## config.mk

```make
export PLATFORM = sky130hd
export DESIGN_NAME = hilo_issue_ctrl
export DESIGN_NICKNAME = d
export VERILOG_FILES = /design/src/rtl/hilo_issue_ctrl_pkg.sv /design/src/rtl/hilo_issue_ctrl.sv
export SDC_FILE = /design/constraint.sdc
export NUM_CORES = 1
export LEC_CHECK = 0
export CORE_UTILIZATION = 38
export DETAILED_ROUTE_END_ITERATION = 8
export HOLD_SLACK_MARGIN = 0.03
export MAX_ROUTING_LAYER = met4
export PLACE_DENSITY = 0.74
export SLEW_MARGIN = 20
export SYNTH_ARGS = -nofsm -noshare
export SYNTH_HDL_FRONTEND = slang
export SYNTH_SLANG_ARGS = --single-unit
```

## constraint.sdc

```tcl
create_clock -name clk -period 2 [get_ports clk]
set_input_delay 0.4 -clock clk [delete_from_list [all_inputs] [get_ports clk]]
set_output_delay 0.4 -clock clk [all_outputs]
set_load 0.01 [all_outputs]
```

## src/rtl/hilo_issue_ctrl_pkg.sv

```systemverilog
// Shared encodings for the HI/LO issue controller: EX op codes, engine op codes, FSM states.
package hilo_issue_ctrl_pkg;

   typedef enum logic [3:0] {
      HIOP_NOP   = 4'd0,
      HIOP_MULT  = 4'd1,
      HIOP_MULTU = 4'd2,
      HIOP_DIV   = 4'd3,
      HIOP_DIVU  = 4'd4,
      HIOP_MFHI  = 4'd5,
      HIOP_MFLO  = 4'd6,
      HIOP_MTHI  = 4'd7,
      HIOP_MTLO  = 4'd8
   } hiop_e;

   typedef enum logic [1:0] {
      ENG_MULT  = 2'd0,
      ENG_MULTU = 2'd1,
      ENG_DIV   = 2'd2,
      ENG_DIVU  = 2'd3
   } eng_op_e;

   typedef enum logic [1:0] {
      ST_IDLE = 2'd0,
      ST_REQ  = 2'd1,
      ST_WAIT = 2'd2
   } state_e;

   // Codes 9..15 decode as NOP, so only 1..8 count as real HI/LO ops.
   function automatic logic is_hilo_op(input logic [3:0] code);
      return (code >= 4'd1) && (code <= 4'd8);
   endfunction

   function automatic eng_op_e to_eng_op(input logic [3:0] code);
      case (code)
         HIOP_MULTU: return ENG_MULTU;
         HIOP_DIV:   return ENG_DIV;
         HIOP_DIVU:  return ENG_DIVU;
         default:    return ENG_MULT;
      endcase
   endfunction

endpackage

```

## src/rtl/hilo_issue_ctrl.sv

```systemverilog
// HI/LO issuer: decodes EX HI/LO ops, hands mult/div to the engine over req/ack + done,
// and owns the architectural HI/LO registers and the MFHI/MFLO read port.
//   state   | meaning
//   ST_IDLE | no engine op outstanding; ops from EX are executed or issued
//   ST_REQ  | eng_req held with stable operands until eng_ack
//   ST_WAIT | acked, counting toward TIMEOUT while waiting for eng_done
module hilo_issue_ctrl
   import hilo_issue_ctrl_pkg::*;
#(
   parameter int WIDTH   = 32,
   parameter int TIMEOUT = 64
) (
   input  logic             clk,
   input  logic             rst_n,
   input  logic             op_valid,
   input  logic [3:0]       op_code,
   input  logic [WIDTH-1:0] rs_val,
   input  logic [WIDTH-1:0] rt_val,
   output logic             stall,
   output logic [WIDTH-1:0] rd_data,
   output logic             rd_valid,
   output logic             eng_req,
   output logic [1:0]       eng_op,
   output logic [WIDTH-1:0] eng_a,
   output logic [WIDTH-1:0] eng_b,
   input  logic             eng_ack,
   input  logic             eng_done,
   input  logic [WIDTH-1:0] eng_hi,
   input  logic [WIDTH-1:0] eng_lo,
   output logic             div0,
   output logic             tmo,
   output logic [WIDTH-1:0] hi_q,
   output logic [WIDTH-1:0] lo_q
);

   localparam int CW = (TIMEOUT > 1) ? $clog2(TIMEOUT) : 1;
   localparam logic [CW-1:0] CNT_LAST = CW'(TIMEOUT - 1);

   state_e           r_state;
   logic [CW-1:0]    r_cnt;
   logic [WIDTH-1:0] r_hi, r_lo, r_eng_a, r_eng_b;
   eng_op_e          r_eng_op;
   logic             r_eng_req, r_div0, r_tmo;

   logic w_busy, w_mfhi, w_mflo, w_div_op, w_div_zero;

   assign w_busy     = (r_state != ST_IDLE);
   assign w_mfhi     = op_valid && !w_busy && (op_code == HIOP_MFHI);
   assign w_mflo     = op_valid && !w_busy && (op_code == HIOP_MFLO);
   assign w_div_op   = (op_code == HIOP_DIV) || (op_code == HIOP_DIVU);
   assign w_div_zero = (rt_val == '0);

   assign stall    = op_valid && is_hilo_op(op_code) && w_busy;
   assign rd_valid = w_mfhi || w_mflo;
   assign rd_data  = w_mfhi ? r_hi : (w_mflo ? r_lo : '0);

   assign eng_req = r_eng_req;
   assign eng_op  = r_eng_op;
   assign eng_a   = r_eng_a;
   assign eng_b   = r_eng_b;
   assign div0    = r_div0;
   assign tmo     = r_tmo;
   assign hi_q    = r_hi;
   assign lo_q    = r_lo;

   always_ff @(posedge clk or negedge rst_n) begin
      if (!rst_n) begin
         r_state   <= ST_IDLE;
         r_cnt     <= '0;
         r_hi      <= '0;
         r_lo      <= '0;
         r_eng_a   <= '0;
         r_eng_b   <= '0;
         r_eng_op  <= ENG_MULT;
         r_eng_req <= 1'b0;
         r_div0    <= 1'b0;
         r_tmo     <= 1'b0;
      end else begin
         r_div0 <= 1'b0;
         r_tmo  <= 1'b0;
         case (r_state)
            ST_IDLE: begin
               if (op_valid) begin
                  case (op_code)
                     HIOP_MULT, HIOP_MULTU, HIOP_DIV, HIOP_DIVU: begin
                        if (w_div_op && w_div_zero) begin
                           r_div0 <= 1'b1;
                        end else begin
                           r_eng_a   <= rs_val;
                           r_eng_b   <= rt_val;
                           r_eng_op  <= to_eng_op(op_code);
                           r_eng_req <= 1'b1;
                           r_state   <= ST_REQ;
                        end
                     end
                     HIOP_MTHI: r_hi <= rs_val;
                     HIOP_MTLO: r_lo <= rs_val;
                     default: ;
                  endcase
               end
            end
            ST_REQ: begin
               if (eng_ack) begin
                  r_eng_req <= 1'b0;
                  r_cnt     <= '0;
                  if (eng_done) begin
                     r_hi    <= eng_hi;
                     r_lo    <= eng_lo;
                     r_state <= ST_IDLE;
                  end else begin
                     r_state <= ST_WAIT;
                  end
               end
            end
            ST_WAIT: begin
               // done wins over a timeout landing on the same cycle
               if (eng_done) begin
                  r_hi    <= eng_hi;
                  r_lo    <= eng_lo;
                  r_state <= ST_IDLE;
               end else if (r_cnt == CNT_LAST) begin
                  r_tmo   <= 1'b1;
                  r_state <= ST_IDLE;
               end else begin
                  r_cnt <= r_cnt + CW'(1);
               end
            end
            default: begin
               r_eng_req <= 1'b0;
               r_state   <= ST_IDLE;
            end
         endcase
      end
   end

endmodule

```

==> flow_summary.ini <==
[run_status]
status = finished, violations left
violations = negative setup slack

[sta]
fmax_mhz = 401
setup_viol = 152
skew_ns = 0.00517
fin_tns_setup_ns = -28.16
fin_crit_sh_pct = 125
timing.final.ws_setup_ns = -0.496
maxSlewHeadroom_pct = 52.4
hold_violations = 0
final-max-slew-violation-count = 0
tightest_slew_ns = 0.714
rsz0062_at_grt = yes
period_minus_slack_ns = 2.50

[routing]
num_vias = 6596
drt-initial-drc-count = 335
drc_errors = 0
wirelength_mm = 26.2
postRouteAntennaNets = 0
first_pass_iters = 4
vias_per_cell = 5.22
wire_per_inst_um = 20.7

[clock_network]
clk_pin_slew_worst_paths_ns = 0.06
clkLatencyLatePin_ns = 0.43
clockBufferDepth = 2
cts_htree_levels = 4
root_buffer = clkbuf_16
cts_buffers = 17
cts_tree = yes
cts.sink_count = 141

[worst_setup_path]
worstSetupEndpointType = output port
critPathMaxStageDelay_ns = 0.38
critPathRequiredTime_ns = 1.60
arrival_ns = 2.10
crit_path_frequent_cell = buf_8
path_class = reg -> out
crit_path_cell_trace = inv_2, ha_4, nand2_4, nor4bb_4, buf_6, buf_8, buf_8, a22o_1, buf_2
critPathMaxFanout = 7
setup.worst_path.start_class = flop
slowest_stage = dfrtp_1

[logic_synthesis]
syn_area_per_cell_um2 = 10.4
yosysTopAreaCell = dfrtp_1
synthArstFlopShare_pct = 100
syn-num-nets = 783
yosysSeqAreaShare_pct = 53.2
synthCells = 641
synth-seq-cells = 141
ys_warn_count = 0
post_synth_main_area_contributors = dfrtp_1, nand2_1, mux2i_1, mux2_2, a22o_1
synth.distinct_cells = 45
ys.flop_type = dfrtp_1
mappedNetlistArea_mm2 = 0.00664
synth_top_area_share_pct = 53.2
synth_edf_count = 0

[layout]
layout_common_cells = clkdlybuf4s50_1, dfrtp_1, nand2_1, buf_4, mux2i_1
final-seq-area_mm2 = 0.00353
area_growth_pct = 79.3
final_common_cell = clkdlybuf4s50_1
drive_gt1_share_pct = 25.6
post-route-util_pct = 70.7
fillers = 1274
final_nets = 1170
multi_input_area_mm2 = 0.00309

[pwr]
irDropWorstVdd_mv = 0.976
net-switching-power_mw = 7.03
power.total_mw = 19.2
switching_share_pct = 36.6
seq_power_share_pct = 27.8
combPwrFrac_pct = 54.5
clkPwrFrac_pct = 17.7
powerDensity_mw_per_mm2 = 1610
internal-power_mw = 12.2
leakage_nw = 5.53

[global_route]
grtUsageTotal_pct = 30.4
grt_pass1_wl_mm = 39.1
overflow = 0
grt_max_degree = 58
grt_pass1_vias = 6734
antenna_found_initial = 2

[die]
num_rows = 47
io_pins = 304
die_w_um = 134
coreArea_mm2 = 0.0168
die_area_mm2 = 0.0180
start_util_pct = 39.5
chipHeight_um = 134

[placed_design]
portBuffers = 303
gp_congestion = 0.881
detailed_place_hpwl_mm = 16.3

[worst_hold_path]
hold_path_class = in -> reg

[flow_run]
drv_cap = 0
## synth_stat cells (all sizes together) (2+ instances only)
master    n
a21o     12
a21oi    37
a22o     34
a22oi     2
a31oi    12
buf      24
clkbuf   19
dfrtp   141
ha        5
inv       9
mux2     33
mux2i    44
nand2   148
nand2b   12
nand3b    3
nand4     3
nor2     40
nor2b     2
nor3      5
nor4      9
o21a      2
o21ai    25
o22a      2
o31ai     3
xnor2     3
## state kept, by name, summed over array words and instances (netlist names)
| register | flops |
|---|---|
| r_state | 2 |
| tmo | 1 |
| div0 | 1 |
| eng_req | 1 |
| r_cnt | 6 |
| eng_b | 32 |
| hi_q | 32 |
| eng_a | 32 |
| lo_q | 32 |
| eng_op | 2 |
## timing repair
item                                    in CTS  in global routing
buffers inserted                            25                  5
hold endpoints to repair                    34                  0
hold buffers                                 1                  0
gates resized for setup                    244                 37
pin swaps                                   20                  7
cloned                                      19                  2
endpoints found under the setup margin     153                164
## metrics by stage
stage	cell area, µm²	hold WS, ns	cells	setup WS [ns]
after global routing	11900	0.345	1263	-0.573
after CTS	11800	0.314	1260	-0.518
after floorplan	6670	0.104	641	-0.00942
final	11900	0.325	1263	-0.496
after global placement	10300	0.347	1186	-0.836
after detailed placement	10300	0.350	1186	-0.887
## power by group through the flow
stage          combinational [mW]  sequential, mW  clock (mW)
6_report                     10.5            5.34        3.39
5_1_grt                      11.2            5.46        3.58
4_1_cts                      10.2            5.26        3.44
3_5_place_dp                 8.60            5.27           0
3_3_place_gp                 8.44            5.25           0
2_1_floorplan                3.64            5.66           0
## final cells by class
| type | count | share of cell area [%] |
|---|---|---|
| tap | 220 | 2.31 |
| timing repair buffer | 410 | 36.4 |
| multi-input combinational | 449 | 26.0 |
| inverter | 9 | 0.284 |
| clock inverter | 14 | 1.60 |
| antenna | 2 | 0.0421 |
| clock buffer | 18 | 3.69 |
| sequential | 141 | 29.7 |
## layer usage
metal	up-vias	wire length, µm	share of wire [%]	track usage, %
met3	47	1840	7.0	7.45
met1	3238	10200	39	34.8
li1	3018	-	-	-
met4	0	810	3.1	13.3
met5	-	0	0	-
met2	293	13300	51	50.7
## critical path, delay by kind of cell, from the launching register on
kind	cells	cell delay, ns
AOI/OAI and AO/OA	1	0.14
and+or+nand+nor	2	0.36
adders and majority gates	1	0.15
DFF	1	0.38
buffers and inverters	5	0.63
## cell families after synthesis
logic type,after synthesis,share of synthesized area [%]
compound gates,132,13.7
mux,77,12.2
xor+xnor,4,0.528
flops,141,53.2
simple gates,230,15.2
buf+inv,52,4.28
fa+ha+maj,5,0.943
## worst paths after layout
path                            slack [ns]  depth (start not counted)          end  startpoint
worst max-delay path                 -0.50                          9  rd_data[23]  r_state[0]
worst min-delay path                  0.32                          3    eng_b[17]  rt_val[17]
worst max register to register       -0.17                          9      lo_q[8]  r_state[1]
worst min register to register        0.47                          2     eng_b[4]    eng_b[4]
max in group asynchronous             0.98                          3     lo_q[14]       rst_n
min in group asynchronous             0.44                          2    eng_b[28]       rst_n
Note: power is estimated with default switching activity, not from simulation.
